[config.mk]
export PLATFORM = sky130hd
export DESIGN_NAME = clk_lock_rst_seq
export DESIGN_NICKNAME = d
export VERILOG_FILES = /design/src/rtl/clk_rst_pkg.sv /design/src/rtl/sync_bit.sv /design/src/rtl/clk_lock_rst_seq.sv
export SDC_FILE = /design/constraint.sdc
export NUM_CORES = 1
export LEC_CHECK = 0
export BUFFER_PORTS_ARGS = -buffer_cell sky130_fd_sc_hd__buf_4
export CAP_MARGIN = 25
export CORE_ASPECT_RATIO = 0.75
export CORE_MARGIN = 3
export CORE_UTILIZATION = 25
export DETAILED_ROUTE_END_ITERATION = 10
export MAX_ROUTING_LAYER = met4
export SLEW_MARGIN = 20
export SYNTH_ARGS = -nofsm -noshare
export SYNTH_HDL_FRONTEND = slang
export SYNTH_HIERARCHICAL = 1
export SYNTH_SLANG_ARGS = --single-unit
[constraint.sdc]
create_clock -name sys_clk -period 2 [get_ports sys_clk]
set_input_delay 0 -clock sys_clk [delete_from_list [all_inputs] [get_ports sys_clk]]
set_output_delay 0 -clock sys_clk [all_outputs]
set_load 0.02 [all_outputs]
[src/rtl/clk_rst_pkg.sv]
// clk_rst_pkg: shared FSM encoding, counter widths and default timing for the lock reset sequencer.
package clk_rst_pkg;
    typedef enum logic [2:0] {WAIT_LOCK, STABLE, RELEASE, RUN, FAULT} state_t;
    localparam int LOST_CNT_W           = 8;
    localparam int DEF_STAGE_NUM        = 3;
    localparam int DEF_SYNC_STAGES      = 2;
    localparam int DEF_LOCK_STABLE_CYC  = 1000;
    localparam int DEF_STAGE_GAP_CYC    = 16;
    localparam int DEF_LOCK_TIMEOUT_CYC = 100000;
    localparam int DEF_GLITCH_CYC       = 4;
endpackage

[src/rtl/sync_bit.sv]
// sync_bit: N-flop synchronizer for an asynchronous flag, async active-high reset to 0.
module sync_bit #(
    parameter int N = 2
) (
    input  logic i_clk,
    input  logic i_rst,
    input  logic i_d,
    output logic o_q
);
    logic [N-1:0] r_q;
    always_ff @(posedge i_clk or posedge i_rst) begin
        if (i_rst) r_q <= '0;
        else r_q <= {r_q[N-2:0], i_d};
    end
    assign o_q = r_q[N-1];
endmodule

[src/rtl/clk_lock_rst_seq.sv]
// clk_lock_rst_seq: qualifies the clock-wizard lock, then releases staged resets in order.
// Define LOCK_GLITCH_FILTER_EN to ignore lock drops shorter than GLITCH_CYC once release has begun.
module clk_lock_rst_seq
    import clk_rst_pkg::*;
#(
    parameter int STAGE_NUM        = DEF_STAGE_NUM,
    parameter int SYNC_STAGES      = DEF_SYNC_STAGES,
    parameter int LOCK_STABLE_CYC  = DEF_LOCK_STABLE_CYC,
    parameter int STAGE_GAP_CYC    = DEF_STAGE_GAP_CYC,
    parameter int LOCK_TIMEOUT_CYC = DEF_LOCK_TIMEOUT_CYC
`ifdef LOCK_GLITCH_FILTER_EN
    ,
    parameter int GLITCH_CYC       = DEF_GLITCH_CYC
`endif
) (
    input  logic                  sys_clk,
    input  logic                  sys_rst,
    input  logic                  locked,
    output logic [STAGE_NUM-1:0]  rst_stage,
    output logic                  all_ready,
    output logic                  fault,
    output logic [LOST_CNT_W-1:0] lock_lost_cnt
);
    localparam int TW = $clog2(LOCK_TIMEOUT_CYC) + 1;
    localparam int SW = $clog2(LOCK_STABLE_CYC) + 1;
    localparam int GW = $clog2(STAGE_GAP_CYC) + 1;

    state_t                r_state, w_state;
    logic [TW-1:0]         r_tmo, w_tmo;
    logic [SW-1:0]         r_stab, w_stab;
    logic [GW-1:0]         r_gap, w_gap;
    logic [STAGE_NUM-1:0]  r_rst, w_rst, w_shift;
    logic                  r_ready, w_ready, r_fault, w_fault;
    logic [LOST_CNT_W-1:0] r_lost, w_lost;
    logic                  w_lock_s, w_act, w_loss, w_hold;

    sync_bit #(.N(SYNC_STAGES)) u_sync (
        .i_clk(sys_clk),
        .i_rst(sys_rst),
        .i_d  (locked),
        .o_q  (w_lock_s)
    );

    assign w_act   = (r_state == RELEASE) || (r_state == RUN);
    // Stages clear LSB-first, so releasing the next stage is a left shift of the mask
    assign w_shift = r_rst << 1;

`ifdef LOCK_GLITCH_FILTER_EN
    localparam int LW = $clog2(GLITCH_CYC) + 1;
    logic [LW-1:0] r_low, w_low;
    assign w_low  = (w_lock_s || !w_act) ? '0 : r_low + 1'b1;
    assign w_loss = !w_lock_s && (r_low == LW'(GLITCH_CYC - 1));
    assign w_hold = !w_lock_s;
    always_ff @(posedge sys_clk or posedge sys_rst) begin
        if (sys_rst) r_low <= '0;
        else r_low <= w_low;
    end
`else
    assign w_loss = !w_lock_s;
    assign w_hold = 1'b0;
`endif

    always_comb begin
        w_state = r_state;
        w_tmo   = r_tmo;
        w_stab  = r_stab;
        w_gap   = r_gap;
        w_rst   = r_rst;
        w_ready = r_ready;
        w_fault = r_fault;
        w_lost  = r_lost;
        if (w_act && w_loss) begin
            w_state = WAIT_LOCK;
            w_tmo   = '0;
            w_rst   = '1;
            w_ready = 1'b0;
            w_lost  = (&r_lost) ? r_lost : r_lost + 1'b1;
        end else begin
            case (r_state)
                WAIT_LOCK: begin
                    w_tmo = r_tmo + 1'b1;
                    if (w_lock_s) begin
                        w_state = STABLE;
                        w_stab  = '0;
                    end else if (r_tmo == TW'(LOCK_TIMEOUT_CYC - 1)) begin
                        w_state = FAULT;
                        w_fault = 1'b1;
                    end
                end
                STABLE: begin
                    w_stab = r_stab + 1'b1;
                    if (!w_lock_s) begin
                        w_state = WAIT_LOCK;
                        w_tmo   = '0;
                    end else if (r_stab == SW'(LOCK_STABLE_CYC - 1)) begin
                        w_rst   = w_shift;
                        w_gap   = '0;
                        w_ready = ~|w_shift;
                        w_state = ~|w_shift ? RUN : RELEASE;
                    end
                end
                RELEASE: begin
                    if (!w_hold) begin
                        w_gap = (r_gap == GW'(STAGE_GAP_CYC - 1)) ? '0 : r_gap + 1'b1;
                        if (r_gap == GW'(STAGE_GAP_CYC - 1)) begin
                            w_rst   = w_shift;
                            w_ready = ~|w_shift;
                            w_state = ~|w_shift ? RUN : RELEASE;
                        end
                    end
                end
                FAULT: begin
                    if (w_lock_s) begin
                        w_state = STABLE;
                        w_stab  = '0;
                    end
                end
                default: ;
            endcase
        end
    end

    always_ff @(posedge sys_clk or posedge sys_rst) begin
        if (sys_rst) begin
            r_state <= WAIT_LOCK;
            r_tmo   <= '0;
            r_stab  <= '0;
            r_gap   <= '0;
            r_rst   <= '1;
            r_ready <= 1'b0;
            r_fault <= 1'b0;
            r_lost  <= '0;
        end else begin
            r_state <= w_state;
            r_tmo   <= w_tmo;
            r_stab  <= w_stab;
            r_gap   <= w_gap;
            r_rst   <= w_rst;
            r_ready <= w_ready;
            r_fault <= w_fault;
            r_lost  <= w_lost;
        end
    end

    assign rst_stage     = r_rst;
    assign all_ready     = r_ready;
    assign fault         = r_fault;
    assign lock_lost_cnt = r_lost;
endmodule

==> metrics.cfg <==
[status]
status=finished, final reports clean

[worst_setup_path]
path_delay_family=simple AND/OR/NAND/NOR gates
crit_slowest_cell=or4_1
crit_path_end=r_tmo[17]
crit_path_start_kind=register
critPathKind=reg2reg
r2r_end=r_tmo[17]
ff2ff_setup_slack_ps=90
r2r_cells=4
crit_path_end_kind=register
cp_num_buf_inv=0
worstPathMaxFanout=5
cp_num_cells=4
worstPathRequired_ps=2170
r2r_start=r_tmo[4]
path_cells=nand4_2, or4_1, or4_4, mux2i_1
cp_slowest_stage_delay_ps=560
cp.arrival_ps=2080
startpoint=r_tmo[4]

[finish]
area.sequential_um2=1310
layout.nets=312
layout_commonest_cell=dfrtp_1
layout-drive-gt1-share_pct=22.5
multi_input_area_um2=1310
mostFrequentLayoutCells=dfrtp_1 (48), buf_4 (40), nor2_1 (23), nand2_1 (13)
fillers=1070
syn2layout_area_growth_pct=24.2
n_antenna_cell=0

[synth]
synth_edf_count=0
syn_nets=271
ys_types=58
avgSynthCellArea_um2=10.1
synthCells=264
synth_area_leader_cell=dfrtp_1
synth_area_leaders=dfrtp_1 (46%), xnor2_1 (3.6%), nor2_1 (3.2%), dfstp_2 (3.0%), nand4_1 (2.6%)
ys.flop_type=dfrtp_1
yosysSeqAreaShare_pct=48.9
yosys.area.top_type_share_pct=45.9
async_reset_ff_share_pct=100
synth-warning-count=6
netlist_area_um2=2670
synth_seq_cells=52

[power_and_ir_drop]
p_seq_share_pct=49.4
p_leak_nw=1.45
p_switching_mw=0.514
pwr-share-clk_pct=42.1
ir_worst_vdd_mv=0.316
power.density_nw_per_um2=686
power.total_mw=2.28
power_frac_comb_pct=8.6
p_int_mw=1.76
p_sw_share_pct=22.6

[flow_run]
maxCapViolCount=0

[die]
rows=32
core_area_um2=10400
die_w_um=125
die_y_um=95.5
io_pins=16
dieArea_um2=12000
initial_core_util_pct=25.8

[timing]
hold_viol_final=0
relSlewSlack_pct=65.6
final_max_slew_viol_count=0
setup_tns_ps=0
finalSetupViolCount=0
timing.final.crit_share_pct=95.3
final.min_clock_period_ps=1910
tightest_slew_ps=513
timing.fmax_ghz=0.525
skew_ps=8.76
rsz0062_at_grt=false

[cts]
clkTransAtPathRegs_ps=70
clock_latency_ps=290
cts_buffers=5
cts_tree=yes
cts_sinks=52
clock_tree.root_cell=clkbuf_16
ctsHtreeMaxLevel=2
clockBufferDepth=2
postCtsSetupRepairBufs=0

[routing]
drtIter0Drc=185
drt-vias-per-instance=4.75
totalWireLength_um=5530
via_count=2101
drc=0
wl_per_cell_um=12.5
ant_nets=0
drt_first_pass_iters=4

[global_routing]
grt_antenna_before_repair=0
grt_overflow_total=0
grt_pass1_wl_um=9320
grtUsageTotal_pct=9.57
grt_max_degree=31
grt_pass1_vias=1931

[placement]
place.detailed.hpwl_um=4060
gp_congestion=0.848
portBuffers=15

[worst_hold_path]
hp-class=in2async

## per-layer routing
| layer | part of all wire [%] | vias up | GRT usage [%] |
|---|---|---|---|
| li1 | - | 1068 | - |
| met1 | 53 | 1002 | 13.6 |
| met2 | 43 | 25 | 14.0 |
| met3 | 2.3 | 6 | 1.51 |
| met4 | 1.3 | 0 | 2.98 |
| met5 | 0 | - | - |
## power groups by stage
stage                     Clock, mW  Sequential (mW)  Combinational [mW]
final                         0.958             1.12               0.195
after global routing           1.02             1.13               0.224
after CTS                     0.977             1.12               0.194
after detailed placement          0             1.14               0.190
after global placement            0             1.14               0.188
after floorplan                   0             1.14               0.123
## flip-flops by register name, summed over array words and instances (netlist names)
signal         flops
all_ready          1
fault              1
lock_lost_cnt      8
r_gap              5
r_stab            11
r_state            3
r_tmo             18
rst_stage          3
u_sync/r_q         2
## logic make-up (layout without fill, tap and decap cells)
logic type	after synthesis	in the layout	share of synthesized area (%)
AND/OR/NAND/NOR	111	111	23.7
AO/OA/AOI/OAI	58	58	15.3
flip-flops	52	52	48.9
XOR/XNOR	18	18	5.90
buffers and inverters	17	59	2.72
adder cells (fa/ha/maj)	4	4	1.87
multiplexers	4	4	1.64
## what timing repair did
item                       CTS  global route
hold endpoints to repair    23             0
hold buffers                 2             0
resized for setup            0             4
setup endpoints to repair    0             8
## worst min-delay path by stage
| stage | startpoint | to | slack [ps] | cells after the start |
|---|---|---|---|---|
| 2_1_floorplan | sys_rst | u_sync/r_q[0] | -260 | 1 |
| 3_3_place_gp | sys_rst | u_sync/r_q[0] | -130 | 2 |
| 3_5_place_dp | sys_rst | u_sync/r_q[0] | -120 | 2 |
| 4_1_cts | sys_rst | u_sync/r_q[0] | 130 | 3 |
| 5_1_grt | sys_rst | u_sync/r_q[0] | 150 | 3 |
| 6_report | sys_rst | u_sync/r_q[1] | 120 | 3 |
## per-stage QoR
step                area (um^2)  util (%)  setup slack (ps)  instances  hold WS (ps)
floorplan                  2670         -              71.3        264          -259
global placement           3120      30.1               118        432          -127
detailed placement         3120      30.1              52.7        432          -124
CTS                        3300      31.9              46.9        442           127
global route               3320      32.0             0.936        442           146
finish                     3320      32.0              93.6        442           120
## worst min-delay path: cells and delay by family
kind                   cells  cell delay, ps
buffers and inverters      3             740
## layout make-up
cell class / instances / area share [%]
timing repair buffer: 43 / 10.3
sequential: 52 / 39.4
tap: 136 / 5.13
multi-input combinational: 195 / 39.4
clock buffer: 6 / 3.88
clock inverter: 2 / 1.06
inverter: 8 / 0.905
## Yosys cell counts, drive strengths merged (3+ instances only)
library cell / n
dfrtp: 49
dfstp: 3
nor3: 7
a2111oi: 3
o31ai: 4
clkbuf: 7
or3: 5
and3: 4
nor2: 23
xnor2: 11
o21a: 3
ha: 4
nand4: 12
o22a: 3
or3b: 3
nand3: 11
or4: 5
o21ai: 11
a22o: 3
a21oi: 11
xor2: 7
mux2: 3
a211oi: 3
inv: 8
nand2b: 5
nand2: 14
nor3b: 4
nor4: 5
No activity file was read; power rests on OpenSTA's default activity.
